File: config.mk
export PLATFORM = sky130hd
export DESIGN_NAME = lm_rf_write_sched
export DESIGN_NICKNAME = d
export VERILOG_FILES = /design/src/rtl/rf_pkg.sv /design/src/rtl/lsb_prio_enc.sv /design/src/rtl/lm_rf_write_sched.sv
export SDC_FILE = /design/constraint.sdc
export NUM_CORES = 1
export LEC_CHECK = 0
export BUFFER_PORTS_ARGS = -buffer_cell sky130_fd_sc_hd__buf_4
export CAP_MARGIN = 20
export CORE_ASPECT_RATIO = 1.25
export CORE_MARGIN = 3
export CORE_UTILIZATION = 44
export CTS_CLUSTER_SIZE = 10
export DETAILED_ROUTE_END_ITERATION = 8
export PLACE_DENSITY = 0.85
export SLEW_MARGIN = 25
export SYNTH_ARGS = -nofsm -noshare
export SYNTH_HDL_FRONTEND = slang
export SYNTH_SLANG_ARGS = --single-unit
export TNS_END_PERCENT = 1
File: constraint.sdc
create_clock -name clk -period 1.53 [get_ports clk]
set_input_delay 0.2295 -clock clk [delete_from_list [all_inputs] [get_ports clk]]
set_output_delay 0.2295 -clock clk [all_outputs]
set_load 0.05 [all_outputs]
File: src/rtl/rf_pkg.sv
// Shared parameters and FSM state encoding for the register-file write scheduler.
package rf_pkg;

   localparam int DATA_W  = 16;
   localparam int NREG    = 8;
   localparam int RADDR_W = $clog2(NREG);

   typedef enum logic [2:0] {
      IDLE,
      SCAN,
      RD,
      WR,
      DONE
   } lm_state_e;

endpackage

File: src/rtl/lsb_prio_enc.sv
// Lowest-set-bit priority encoder: index of the least significant set bit plus an any-set flag.
module lsb_prio_enc #(
   parameter  int N = 8,
   localparam int W = $clog2(N)
) (
   input  logic [N-1:0] mask,
   output logic [W-1:0] idx,
   output logic         any
);

   // NOTE: every output gets a default before the loop so no path leaves it unassigned (no latch).
   always_comb begin
      idx = '0;
      any = 1'b0;
      // Scan from the top down so the last hit, the lowest index, wins.
      for (int i = N - 1; i >= 0; i--) begin
         if (mask[i]) begin
            idx = W'(i);
            any = 1'b1;
         end
      end
   end

endmodule

File: src/rtl/lm_rf_write_sched.sv
// Register-file write-port scheduler: merges write-back results with Load-Multiple bursts,
// giving write-back absolute priority and slotting LM writes into idle port cycles.
module lm_rf_write_sched
   import rf_pkg::*;
#(
   parameter  int DATA_W  = rf_pkg::DATA_W,
   parameter  int NREG    = rf_pkg::NREG,
   localparam int RADDR_W = $clog2(NREG)
) (
   input  logic               clk,
   input  logic               resetn,
   input  logic               wb_valid,
   input  logic [RADDR_W-1:0] wb_addr,
   input  logic [DATA_W-1:0]  wb_data,
   input  logic               lm_start,
   input  logic [NREG-1:0]    lm_mask,
   input  logic [DATA_W-1:0]  lm_base,
   output logic               lm_busy,
   output logic               lm_done,
   output logic               mem_rd_req,
   output logic [DATA_W-1:0]  mem_rd_addr,
   input  logic               mem_rd_ack,
   input  logic [DATA_W-1:0]  mem_rd_data,
   output logic               rf_we,
   output logic [RADDR_W-1:0] rf_waddr,
   output logic [DATA_W-1:0]  rf_wdata
);

   lm_state_e          state_q, state_d;
   logic [NREG-1:0]    rem_mask;
   logic [DATA_W-1:0]  addr_q;
   logic [DATA_W-1:0]  buf_data;
   logic [RADDR_W-1:0] cur_reg;
   logic [RADDR_W-1:0] enc_idx;
   logic               enc_any;

   lsb_prio_enc #(.N(NREG)) u_enc (
      .mask (rem_mask),
      .idx  (enc_idx),
      .any  (enc_any)
   );

   always_comb begin
      state_d = state_q;
      case (state_q)
         IDLE:    if (lm_start) state_d = SCAN;
         SCAN:    state_d = enc_any ? RD : DONE;
         RD:      if (mem_rd_ack) state_d = WR;
         WR:      if (!wb_valid) state_d = SCAN;
         DONE:    state_d = IDLE;
         default: state_d = IDLE;
      endcase
   end

   // NOTE: the datapath registers are plain flops, so the synchronous reset clears them
   // alongside the state; an aborted sequence leaves nothing stale behind.
   always_ff @(posedge clk) begin
      if (!resetn) begin
         state_q  <= IDLE;
         rem_mask <= '0;
         addr_q   <= '0;
         buf_data <= '0;
         cur_reg  <= '0;
      end else begin
         state_q <= state_d;
         case (state_q)
            IDLE: begin
               if (lm_start) begin
                  rem_mask <= lm_mask;
                  addr_q   <= lm_base;
               end
            end
            SCAN: begin
               if (enc_any) cur_reg <= enc_idx;
            end
            RD: begin
               if (mem_rd_ack) begin
                  buf_data          <= mem_rd_data;
                  rem_mask[cur_reg] <= 1'b0;
                  addr_q            <= addr_q + DATA_W'(1);
               end
            end
            default: ;
         endcase
      end
   end

   // Outputs are gated with resetn so they read as zero for the whole reset cycle,
   // including the write-back pass-through.
   assign lm_busy     = resetn && (state_q != IDLE);
   assign lm_done     = resetn && (state_q == DONE);
   assign mem_rd_req  = resetn && (state_q == RD);
   assign mem_rd_addr = resetn ? addr_q : '0;

   always_comb begin
      rf_we    = 1'b0;
      rf_waddr = '0;
      rf_wdata = '0;
      if (resetn) begin
         if (wb_valid) begin
            rf_we    = 1'b1;
            rf_waddr = wb_addr;
            rf_wdata = wb_data;
         end else if (state_q == WR) begin
            rf_we    = 1'b1;
            rf_waddr = cur_reg;
            rf_wdata = buf_data;
         end
      end
   end

endmodule

# Yosys cells after proc, flatten, opt, wreduce, memory -nomap -nowiden
# Index checks and enable logic that the tools add are counted.
# word_totals
input_bits	64
output_inout_bits	39
reg_bits	46
wordCells	67
# classes
eq_ne	7
n_reduce_logical	11
magnitude_cmp	2
bitwise_logic	2
add_sub_neg	1
n_mux	39
# ops
cell	n
16-bit 2-to-1 mux	6
3-bit 2-to-1 mux	15
16-bit one-hot mux with 2 select lines	1
16-bit by 1-bit adder with 16-bit output (second input constant)	1
8-bit 2-to-1 mux	2
8-bit one-hot mux with 2 select lines	1
1-bit 2-to-1 mux	12
3-bit one-hot mux with 4 select lines	1
8-bit AND	1
8-bit inverter	1
3-bit by 2-bit == test with 1-bit output (second input constant)	2
2-bit inequality test (second input constant)	3
3-bit AND reduction	2
1-bit logical AND	4
3-bit by 4-bit < comparator with 1-bit output (second input constant)	1
2-bit AND reduction	2
1-bit demux with 3-bit select	1
3-bit by 1-bit == test with 1-bit output (second input constant)	1
3-bit == test (second input constant)	1
3-bit by 1-bit >= comparator with 1-bit output (second input constant)	1
3-bit logical NOT	1
3-bit nonzero test	1
2-bit nonzero test	1

# Depth between registers and ports, before layout
# logic_depth
ltp_word	10
ltp_mapped	8
depth_no_buf	6

# By module
# From an unflattened synthesis, not the netlist that was laid out.
# unflattened
cells_unflattened	367
hier_area_um2	2663.8
# modules_own_cells
module	instances	area_each_um2	seq_area_each_um2	cells_each
lm_rf_write_sched	1	2583.7	920.9	354
lsb_prio_enc	1	80.1	0.0	13

# Worst setup path before layout
# No wires, ideal clock.
# synth_path
path_kind	reg2out
startpoint	reg state_q[1]
endpoint	out lm_done
slack_ns	-0.899
arrival_time_ns	2.200
path_stages_with_launch	3
path_buffers	1
t_required_ns	1.300
cell_sequence	dfxtp_1 > clkbuf_1 > nor4b_1
# synth_between
elab_chain_len	2
# synth_lines
element	line_no	source
start: declaration	lm_rf_write_sched.sv:29	lm_state_e state_q, state_d;
start signal: assignment	lm_rf_write_sched.sv:65	state_q <= state_d;
3-bit == test	lm_rf_write_sched.sv:91	assign lm_done = resetn && (state_q == DONE);
1-bit logical AND	lm_rf_write_sched.sv:91	
end: declaration	lm_rf_write_sched.sv:19	output logic lm_done,
# No other way between the ends.

# Worst setup path in the final report
# layout_path
startpoint	reg state_q[0]
endpoint	out rf_wdata[0]
# layout_between
elab_chain_len	4
# layout_lines
element	line_no	source
3-bit by 2-bit == test with 1-bit output	lm_rf_write_sched.sv:104	end else if (state_q == WR) begin
16-bit 2-to-1 mux	lm_rf_write_sched.sv:104	
16-bit 2-to-1 mux	lm_rf_write_sched.sv:100	if (wb_valid) begin
16-bit 2-to-1 mux	lm_rf_write_sched.sv:99	if (resetn) begin
end: declaration	lm_rf_write_sched.sv:26	output logic [DATA_W-1:0] rf_wdata
# No other way between the ends.

==> results list <==
- Max-cap violation count: 0
- The slowest stage of the critical path is the sky130_fd_sc_hd__dfxtp_2 cell.
- Counting along the longest clock path gives a buffer depth of 2.
* Post-Synthesis Mean Instance Area: 7.35 sq um
- Cells along the critical path: inv_2 > nor3b_4 > o21ai_4 > buf_12 > nor2_4 > buf_6
- Worst Setup Slack post-DPL: -0.0923 ns
* Hpwl dp: between 6000 and 7000 um
- Number of core rows: 30
* Highest attainable clock frequency: ~0.58 GHz
- Data arrival at the endpoint of the critical path: 1.49 ns
- In this run, synthesis produced a sequential element count of 46.
- Setup violations remaining at the end of the flow were counted as 35.
- The die is 75.4 um wide.
- Between clock sinks in the finished design, the worst skew comes to 0.0121 ns.
- Per-cell via count in the routed design: roughly 5.7
* Post-synth ARST share: 0%
* Post-synthesis net count: 425
- WP data required: 1.30 ns
* Final critical delay including setup and external delays: 1.71 ns
- The Yosys step of the flow raised 0 warnings.
* Length of the first detailed-routing pass in iterations: 4
* Clock tree from TritonCTS: done
* Clock H-tree levels: 2
- After routing the design area is 4330 sq um.
- Final cycle utilization of the critical path: 112%
- Crit start category: flop
- Largest cells by area after synthesis: sky130_fd_sc_hd__dfxtp_1, sky130_fd_sc_hd__nand2_1, sky130_fd_sc_hd__mux2i_1
* Top cell type by total area after synthesis: sky130_fd_sc_hd__dfxtp_1
- In this run the tightest slew margin relative to its limit is 76.1%.
* Antenna diodes: 0
* Fraction of layout cells with a size suffix above 1: 42.6%
- At the end of routability-driven placement, the weighted congestion stood at 0.891.
* Largest driver fanout on the critical path: 13
- P&R area growth vs syn: 63.7%
* Ports: 103
- Number of antenna violations at the first check in global routing: 0
* Post-synth design cell area: 2650 sq um
- Measured along the y axis, the die boundary spans approximately 93 um.
- Number of violations reported at the end of detailed-routing iteration 0: 217
- Worst Setup Path Type: flop to primary output
* Post-DR wirelength/cell: 15.5 um
* Reg clk slew, reported paths: 0.09 ns
- Ratio of total power to cell area: 826 nW/um^2
* Placed instance count: 548
* Number of hold violations in the final report: 0
- Most instantiated cells after synthesis: sky130_fd_sc_hd__nand2_1, sky130_fd_sc_hd__dfxtp_1, sky130_fd_sc_hd__a21oi_1
* Peak supply drop: 0.834 mV
* Final Net Count: 559
- Post-synth EDFFs: 0
- Vias in the first global route: about 3200
- Fin. max-slew vios: 0
- The count of buffers added on input and output ports is 102.
- The number of hold buffers added after CTS was 0.
- Wirelength, routed: approximately 8700 um
* Violations in the final reports: negative setup slack
* Overall via count from detail_route: between 3000 and 4000
* RSZ-0062 raised after global routing: yes
* Wire length of the first global-routing pass: 13700 um
- The worst setup path is captured at a primary output.
- In this design, the stage delay of the slowest critical-path cell is around 0.38 ns.
* Post-synth cell types: 52
- Across all setup checks in the final design, the least slack found is -0.185 ns.
- Global-route usage over all layers: between 20% and 30%
* Residual DRC count: 0
* Post-synth top area share: a little over a third
- Once layout is complete, the cells apart from fillers number between 500 and 600.
- Leading registers by flop count: addr_q (16), buf_data (16), rem_mask (8)
* Primary flip-flop cell chosen by synthesis mapping: sky130_fd_sc_hd__dfxtp_1
* Total power: 0.00358 W
* Area inside the core boundary: between 5000 and 6000 sq um
- Run status: complete, but fails checks
- Proportion of synthesized chip area in sequential cells: 34.8%
- The later pin in the worst-skew pair is clocked with a latency of roughly 0.3 ns.
* Post-DRT Antenna Nets: 0
* Cell chosen for the clock root: sky130_fd_sc_hd__clkbuf_8
- Number of instances in the synthesized netlist: 360
- The clock net in this run drives a total of 46 sinks.
* Maximum number of pins on one net before global-route repair: 19
- Static leakage power: 1.79 nW
- The most common cell in the synthesized netlist is sky130_fd_sc_hd__nand2_1.
* Standard cell area after detailed placement: 3950 sq um
- The worst hold path belongs to the class input pin to flop.
- Once the floorplan was initialized, standard cells occupied 47.0% of the core.
- Die area: 6990 sq um
- Global routing finished with a remaining overflow of 0.
* Pin slew with the least headroom to its limit: ~0.36 ns
- In this run, CTS created clock tree buffers numbering 5.
report_power, final:
group,internal [W],switching (W),total (W),leakage (nW)
logic,0.000655,0.000759,0.00141,1.37
clock network,0.000322,0.000429,0.000751,0.0441
registers,0.00130,0.000111,0.00142,0.378
total,0.00228,0.00130,0.00358,1.79
placed cells by master, fill, tap and decap left out, drive strengths merged, types with 8 or more instances in the layout:
master	instances
and2	16
a31oi	8
inv	11
nor2	36
nand3	11
a21oi	40
dfxtp	46
buf	153
mux2i	21
o21ai	22
nand2	58
layout make-up:
cell class | instances | area [sq um]
flip-flops and latches | 46 | 932
inverters | 12 | 48.8
well taps | 64 | 80.1
repair buffers | 153 | 1370
fillers | 380 | 1300
clock buffers | 5 | 68.8
multi-input cells | 276 | 1820
clock inverters | 3 | 21.3
worst paths after layout:
path	start	end	slack, ns	depth (start not counted)
max	state_q[0]	rf_wdata[0]	-0.18	6
min	lm_mask[5]	rem_mask[5]	0.17	3
max reg2reg	state_q[1]	addr_q[15]	-0.15	7
min reg2reg	buf_data[0]	buf_data[0]	0.46	2
through the flow:
stage                     TNS [ns]  hold slack, ns  utilization, %
after floorplan              -4.53           0.365               -
after global placement      -0.387           0.442            70.2
after detailed placement     -2.22           0.450            70.2
after CTS                    -4.74           0.170            73.9
after global routing         -7.05           0.173            77.0
final                        -4.37           0.171            77.0
kinds of logic after synthesis:
kind of cell               count (synthesis)  share of synthesized area [%]
DFF                                       46                           34.8
AOI/OAI and AO/OA                         95                           21.2
and+or+nand+nor                          159                           29.6
adders and majority gates                  1                          0.473
buffers and inverters                     38                           6.05
muxes                                     21                           7.94
timing repair:
item,CTS,global route
endpoints found under the setup margin,53,53
resized for setup,33,41
endpoints found under the hold margin,0,0
pin swaps,2,6
cloned,0,0
setup buffers,1,2
routing by layer:
layer / track usage [%] / vias up / share of wire, % / wire length [um]
li1: - / 1528 / - / -
met5: 0 / - / 0 / 0
met4: 7.00 / 0 / 2.4 / 210
met1: 26.3 / 1471 / 37 / 3210
met3: 4.99 / 23 / 8.2 / 710
met2: 45.0 / 148 / 52 / 4520
worst max-delay path: cells and delay by family, from the launching register on:
family / cells / cell delay, ns
flops: 1 / 0.38
buf+inv: 3 / 0.40
compound gates: 1 / 0.09
simple gates: 2 / 0.30
Power figures use the tool's default switching activity.
